[src/rtl/fetch_unit.sv]
// ---------------------------------------------------------------------------
// fetch_unit
//
// Purpose:
//   Sequential instruction fetch front end. A fetch PC walks memory one word
//   per cycle. Each issued address returns data one cycle later; that word is
//   captured into a small {instr, pc} buffer that feeds the decode stage.
//   A redirect flushes the buffer, drops the word in flight and restarts
//   fetching at the (word-aligned) target.
//
// Ports:
//   clk_i          in   1   clock, all state updates on the rising edge
//   rst_i          in   1   synchronous active-high reset
//   redirect_i     in   1   branch/jump redirect request
//   redirect_pc_i  in  32   byte address of the redirect target
//   mem_addr_o     out 32   word address presented to memory
//   mem_wen_o      out  1   memory write enable, always 0
//   mem_data_i     in  32   read data, valid one cycle after mem_addr_o
//   instr_o        out 32   instruction at the buffer head
//   instr_pc_o     out 32   byte PC of instr_o
//   instr_valid_o  out  1   buffer head holds a valid instruction
//   instr_ready_i  in   1   decode accepts the head this cycle
// ---------------------------------------------------------------------------
module fetch_unit #(
    parameter logic [31:0] RESET_PC   = 32'h0000_0000,
    parameter int          FIFO_DEPTH = 2
) (
    input  logic        clk_i,
    input  logic        rst_i,
    input  logic        redirect_i,
    input  logic [31:0] redirect_pc_i,
    output logic [31:0] mem_addr_o,
    output logic        mem_wen_o,
    input  logic [31:0] mem_data_i,
    output logic [31:0] instr_o,
    output logic [31:0] instr_pc_o,
    output logic        instr_valid_o,
    input  logic        instr_ready_i
);

    // Storage is sized for the largest legal depth so the 3-bit pointers
    // index it exactly; slots at or above FIFO_DEPTH are never addressed.
    localparam int         MAX_DEPTH = 8;
    localparam logic [3:0] DEPTH_C   = 4'(FIFO_DEPTH);
    localparam logic [2:0] LAST_PTR  = 3'(FIFO_DEPTH - 1);

    logic [31:0] fetchPc_q, fetchPc_d;
    logic        inflight_q, inflight_d;
    logic [31:0] inflightPc_q, inflightPc_d;
    logic [2:0]  head_q, head_d;
    logic [2:0]  tail_q, tail_d;
    logic [3:0]  count_q, count_d;

    logic [31:0] fifoInstr_q [MAX_DEPTH];
    logic [31:0] fifoPc_q    [MAX_DEPTH];

    logic       pop;
    logic       push;
    logic       issue;
    logic [3:0] occupancy;

    function automatic logic [2:0] nextPtr(input logic [2:0] ptr);
        return (ptr == LAST_PTR) ? 3'd0 : ptr + 3'd1;
    endfunction

    // Per-cycle decisions. Redirect suppresses pop, push and issue at once.
    // Occupancy counts the word in flight as already owning a slot, so an
    // issue is only allowed when its returning word is guaranteed room.
    always_comb begin
        pop       = (count_q != 4'd0) && instr_ready_i && !redirect_i;
        push      = inflight_q && !redirect_i;
        occupancy = count_q + {3'b000, inflight_q} - {3'b000, pop};
        issue     = !redirect_i && (occupancy < DEPTH_C);
    end

    // Next-state for fetch PC, in-flight tracker and buffer bookkeeping.
    // Masking the redirect target clears the byte offset so fetch always
    // resumes on the word containing it.
    always_comb begin
        fetchPc_d    = fetchPc_q;
        inflight_d   = inflight_q;
        inflightPc_d = inflightPc_q;
        head_d       = head_q;
        tail_d       = tail_q;
        count_d      = count_q;

        if (redirect_i) begin
            fetchPc_d  = redirect_pc_i & 32'hFFFF_FFFC;
            inflight_d = 1'b0;
            head_d     = 3'd0;
            tail_d     = 3'd0;
            count_d    = 4'd0;
        end else begin
            inflight_d = issue;
            if (issue) begin
                inflightPc_d = fetchPc_q;
                fetchPc_d    = fetchPc_q + 32'd4;
            end
            if (pop) begin
                head_d = nextPtr(head_q);
            end
            if (push) begin
                tail_d = nextPtr(tail_q);
            end
            count_d = count_q + {3'b000, push} - {3'b000, pop};
        end
    end

    // Control state register with synchronous reset, which overrides any
    // redirect presented in the same cycle.
    always_ff @(posedge clk_i) begin
        if (rst_i) begin
            fetchPc_q    <= RESET_PC & 32'hFFFF_FFFC;
            inflight_q   <= 1'b0;
            inflightPc_q <= 32'd0;
            head_q       <= 3'd0;
            tail_q       <= 3'd0;
            count_q      <= 4'd0;
        end else begin
            fetchPc_q    <= fetchPc_d;
            inflight_q   <= inflight_d;
            inflightPc_q <= inflightPc_d;
            head_q       <= head_d;
            tail_q       <= tail_d;
            count_q      <= count_d;
        end
    end

    // Buffer payload has no reset; the returning memory word is written
    // together with the PC it was fetched from.
    always_ff @(posedge clk_i) begin
        if (!rst_i && push) begin
            fifoInstr_q[tail_q] <= mem_data_i;
            fifoPc_q[tail_q]    <= inflightPc_q;
        end
    end

    // Head outputs are forced to zero while the buffer is empty so stale
    // payload never shows, including right after reset.
    always_comb begin
        instr_valid_o = (count_q != 4'd0);
        instr_o       = instr_valid_o ? fifoInstr_q[head_q] : 32'd0;
        instr_pc_o    = instr_valid_o ? fifoPc_q[head_q]    : 32'd0;
        mem_addr_o    = {2'b00, fetchPc_q[31:2]};
        mem_wen_o     = 1'b0;
    end

endmodule

[config.mk]
export PLATFORM = sky130hd
export DESIGN_NAME = fetch_unit
export DESIGN_NICKNAME = d
export VERILOG_FILES = /design/src/rtl/fetch_unit.sv
export SDC_FILE = /design/constraint.sdc
export NUM_CORES = 1
export LEC_CHECK = 0
export BUFFER_PORTS_ARGS = -buffer_cell sky130_fd_sc_hd__buf_2
export CELL_PAD_IN_SITES_DETAIL_PLACEMENT = 0
export CELL_PAD_IN_SITES_GLOBAL_PLACEMENT = 2
export CORE_MARGIN = 2
export CORE_UTILIZATION = 45
export DETAILED_ROUTE_END_ITERATION = 16
export GPL_TIMING_DRIVEN = 1
export PLACE_DENSITY_LB_ADDON = 0.3
export SLEW_MARGIN = 25
export SYNTH_ARGS = -nofsm -noshare
export SYNTH_HDL_FRONTEND = slang
export SYNTH_SLANG_ARGS = --single-unit
[constraint.sdc]
create_clock -name clk_i -period 6.7 [get_ports clk_i]
set_input_delay 0.335 -clock clk_i [delete_from_list [all_inputs] [get_ports clk_i]]
set_output_delay 0.335 -clock clk_i [all_outputs]
set_load 0.02 [all_outputs]
After elaboration in Yosys (flattened, before gate mapping)

Memory sizes are Yosys's and may differ from the RTL's. A register that Yosys moved wholly into a read port is not among the register bits.
Index checks and enable logic that the tools add are counted.

Bitwise logic cells: 1
Magnitude comparators: 1
$add $sub $neg: 7
Mux-type cells: 12
Reductions and logical operators: 11
Equal/unequal tests: 2

Operators with widths:

| cell                    | count |
|---|---|
| $mux W32                | 4 |
| $add A32 B3 Y32 const B | 1 |
| $mux W3                 | 6 |
| $add A4 B1 Y4           | 2 |
| $sub A4 B1 Y4           | 2 |
| $add A3 B1 Y3 const B   | 2 |
| $eq A3 B1 Y1 const B    | 2 |
| $logic_and A1 B1 Y1     | 5 |
| $lt A4 B2 Y1 const B    | 1 |
| $reduce_bool A4 Y1      | 1 |
| $logic_not A1 Y1        | 2 |
| $mux W1                 | 2 |
| $reduce_and A2 Y1       | 1 |
| $reduce_bool A2 Y1      | 1 |
| $reduce_or A2 Y1        | 1 |
| $not A1 Y1              | 1 |

Logic and storage cells: 43
Input port bits: 68
Output and inout bits: 98
Memories kept: 2
RAM bits: 512
Register bits: 75

Memories:

| memory      | depth | width | rd ports | clocked after memory_dff | write ports | RTL line | text |
|---|---|---|---|---|---|---|---|
| fifoInstr_q | 8     | 32    | 1        | 1                        | 1           | 54       | `logic [31:0] fifoInstr_q [MAX_DEPTH];` |
| fifoPc_q    | 8     | 32    | 1        | 1                        | 1           | 55       | `logic [31:0] fifoPc_q [MAX_DEPTH];` |

Depth between registers and ports, before layout

Depth in word-level cells: 8
Gate-level depth with buffers: 13
Gate-level depth less buffers: 12

Least setup slack after synthesis

No wires, ideal clock.

Path kind: input to register
Start: input port redirect_i
End: memory fifoInstr_q[4][0], enable pin
Required time: 6.142 ns
Stages: 6
Path slack: 0.758 ns
Setup time: 0.558 ns
Path buffers: 3
Arrival time: 5.384 ns
Cells stage by stage: buf_6 > clkbuf_1 > clkbuf_1 > nor2_1 > nand2_1 > nor3_1

Cells in the longest elaborated chain, start to end: 5

Ends and longest elaborated chain:

| element                       | RTL line | text |
|---|---|---|
| from (decl)                   | 30       | `input logic redirect_i,` |
| $logic_not A1 Y1              | 71       | `push = inflight_q && !redirect_i;` |
| $logic_and A1 B1 Y1           | 71       |  |
| $logic_and A1 B1 Y1           | 132      | `if (!rst_i && push) begin` |
| $mux W1                       | 132      |  |
| $mux W1 (not written as such) | 133      | `fifoInstr_q[tail_q] <= mem_data_i;` |
| to (decl)                     | 54       |  |

No other way between the ends.

Worst setup path in the final report

Start: register count_q[2]
End: register fetchPc_q[9]

Cells in the longest elaborated chain, start to end: 7
Elaborated cells on any way between the ends: 8
Classes of those cells: add/sub: 2; order compare: 1; reduce/logical: 5

Ends and longest elaborated chain:

| element                                                               | RTL line | text |
|---|---|---|
| from (decl)                                                           | 52       | `logic [3:0] count_q, count_d;` |
| from (signal assigned)                                                | 125      | `count_q <= count_d;` |
| parallel branches: the longest is 3 deep, another holds $add A4 B1 Y4 | -        |  |
| $sub A4 B1 Y4 *                                                       | 72       | `occupancy = count_q + {3'b000, inflight_q} - {3'b000, pop};` |
| $lt A4 B2 Y1 *                                                        | 73       | `issue = !redirect_i && (occupancy < DEPTH_C);` |
| $logic_and A1 B1 Y1 *                                                 | 73       |  |
| $reduce_bool A2 Y1 (no source line) *                                 | -        |  |
| to (signal assigned)                                                  | 113      | `fetchPc_q <= RESET_PC & 32'hFFFF_FFFC;` |
| to (signal assigned)                                                  | 120      | `fetchPc_q <= fetchPc_d;` |
| to (decl)                                                             | 47       | `logic [31:0] fetchPc_q, fetchPc_d;` |

Mark *: on every way between the ends.
A chain may end at the register's enable or synchronous reset.

==> results.toml <==
[logic_synthesis]
ys.flop_type = "edfxtp_1"
synth_top_area_share_pct = 64.66
ys_seq_area_share_pct = 71.09
ys_types = 59
syn-instance-count = 1299
ys_ff_latch = 570
yosys_warnings = 0
async_flop_share_pct = 0
synth-edff-count = 496
syn_area_per_cell_um2 = 17.73
synth_area_leaders = "edfxtp_1, mux4_2, dfxtp_1, mux2i_1, nor2_1"
yosysTopAreaCell = "edfxtp_1"
syn_area_um2 = 23030

[pwr]
vdd_drop_max_mv = 0.2062
cellPowerDensity_nw_per_um2 = 275.5
total_power_mw = 7.372
power.leakage_nw = 8.717

[finish]
n_antenna_cell = 0
finish.net_count = 1569
fillers = 4034
drive_gt1_share_pct = 26.75
area_delta_synth_final_pct = 16.17
stdcell_count = 2212

[run]
cap_violations = 0

[global_routing]
grt_pass1_vias = 12760
antenna_found_initial = 0
grt_max_degree = 91
track_usage_pct = 18.91
grt_pass1_wl_um = 76520
grt-ovfl-total = 0

[routing]
via_per_inst = 5.516
dr_total_vias = 12200
routed_wl_um = 49190
drt_iter0_drc = 810
drtPass1Iterations = 5
routedWlPerCell_um = 22.24
drc = 0
ant_nets = 0

[sta]
min_period_ns = 3.902
setup_tns_ns = 0
skew_ns = 0.02452
clock.fmax_mhz = 256.3
tightest_slew_ns = 1.037
slew_violations = 0
maxSlewHeadroom_pct = 30.86
finalCritPeriodShare_pct = 58.24
hold_violations = 0
whs_ns = 0.03506
rsz0062_at_grt = "no"
setup-violations-final = 0
timing.final.ws_setup_ns = 2.798

[critical_path]
critPathRequiredTime_ns = 7.20
cpPeakStageDelay_ns = 0.68
cp_common_cell = "or3_1"
slowest_stage = "nor4_1"
arrival_ns = 4.40
cp_cell_sequence = "inv_1 > ha_1 > nor3b_2 > or3_1 > a21boi_0 > fa_1 > nand2b_1 > nor4_1 > buf_4 > nand2_1 > or3_1 > a2111oi_2"
path_class = "reg -> reg"
crit_path_max_fanout = 7
startpoint_type = "flop"
crit_path_end_kind = "flop"

[outcome]
status = "finished, final reports clean"

[die]
die-area_um2 = 53010
die_width_um = 230.2
start_util_pct = 45.73
rows = 82
ios = 166
die_y_um = 230.2
core_area_um2 = 50380

[place]
io_buffers = 158
pre_cts_ws_ns = 2.810
dp.cells = 2069
post-dp-hpwl_um = 27220
gp_congestion = 0.7481

[clock_tree]
htreeDepth = 2
cts-buffers-inserted = 56
clock_sinks = 570
clk_root_buffer_cell = "clkbuf_16"
cts_tree = "built"
clk_pin_slew_worst_paths_ns = 0.06
cts_setup_buffers = 0
cts_buffer_depth = 3
clk_latency_ns = 0.61

[hold_path]
min_path_type = "in -> reg"
[routing by layer]
metal  vias to the layer above  part of all wire [%]  track usage (%)
met2                       295                    48            30.93
met4                         0                   1.7            4.496
met3                        58                   4.3            2.927
li1                       5553                     -                -
met5                         -                     0                0
met1                      6296                    46            26.85
[cells by family after synthesis]
family	Yosys count	synth area share (%)
multiplexers	216	16.12
adder cells (fa/ha/maj)	8	0.4997
flip-flops	570	71.09
AND/OR/NAND/NOR	322	7.284
buffers and inverters	103	1.901
XOR/XNOR	7	0.2662
other	1	0.01628
AO/OA/AOI/OAI	72	2.819
[Yosys cell counts (all sizes together) (4+ instances only)]
master / count
inv: 15
a2111oi: 11
nand2: 33
nor2: 115
nand2b: 66
nor3: 11
or3: 7
or4: 8
nor4: 17
and2: 4
and4: 9
ha: 6
and3: 7
mux4: 124
edfxtp: 496
o31ai: 10
a21oi: 10
mux2i: 92
clkbuf: 52
dfxtp: 74
nor2b: 13
a311oi: 13
buf: 36
o41a: 6
nand3: 11
nand4: 12
xor2: 5
[stage by stage]
| step | area, um^2 | util (%) |
|---|---|---|
| 6_report | 26760 | 53.12 |
| 5_1_grt | 26760 | 53.12 |
| 4_1_cts | 26760 | 53.12 |
| 3_5_place_dp | 24570 | 48.78 |
| 3_3_place_gp | 24560 | 48.75 |
| 2_1_floorplan | 23050 | - |
[state kept, by name (all words and copies together), names as in the netlist, named ones only]
signal / cells
fetchPc_q: 30
fifoPc_q: 240
fifoInstr_q: 256
count_q: 4
tail_q: 3
inflightPc_q: 30
head_q: 3
inflight_q: 1
[worst paths after layout]
kind	startpoint	depth (start not counted)	slack, ns	endpoint
setup / recovery	count_q[2]	12	2.80	fetchPc_q[9]
hold / removal	redirect_pc_i[10]	3	0.04	fetchPc_q[10]
setup reg to reg	count_q[2]	12	2.80	fetchPc_q[9]
hold reg to reg	tail_q[2]	2	0.49	tail_q[1]
[what timing repair did]
action                                 in CTS  in global routing
hold buffers                               38                  0
resized for setup                           0                  0
endpoints found under the hold margin     238                  0
[critical path: cells and delay by family (launching register included)]
family          cells  cell delay, ns
simple gates        6            1.97
fa+ha+maj           2            0.67
compound gates      2            0.55
flops               1            0.31
buf+inv             2            0.30
[power breakdown]
group,switching (mW),internal [mW],total [mW]
registers,0.0617,3.90,3.96
clock network,1.29,1.78,3.07
logic,0.211,0.133,0.344
total,1.56,5.81,7.37
[placed cells by master (no fill, tap or decap), drive strengths merged, types with 3 or more instances in the layout]
cell / synthesis / final
edfxtp: 496 / 496
buf: 36 / 182
mux4: 124 / 124
nor2: 115 / 115
mux2i: 92 / 92
clkbuf: 52 / 78
dfxtp: 74 / 74
nand2b: 66 / 66
dlygate4sd3: 0 / 38
nand2: 33 / 33
clkinv: 0 / 22
nor4: 17 / 17
inv: 15 / 16
nor2b: 13 / 13
a311oi: 13 / 13
nand4: 12 / 12
nand3: 11 / 11
a2111oi: 11 / 11
nor3: 11 / 11
a21oi: 10 / 10
o31ai: 10 / 10
and4: 9 / 9
or4: 8 / 8
or3: 7 / 7
and3: 7 / 7
o41a: 6 / 6
ha: 6 / 6
xor2: 5 / 5
conb: 1 / 5
and2: 4 / 4
bufinv: 0 / 4
or2: 3 / 3
[area by class of cell]
class                   count  area (um^2)  area share, %
inverters                  15        56.30         0.2104
flip-flops and latches    570        16390          61.24
clock buffers              78         1565          5.849
repair buffers            220         1364          5.097
clock inverters            27        242.7         0.9071
multi-input cells         630         6304          23.56
well taps                 672        840.8          3.142
Power figures use the tool's default switching activity.
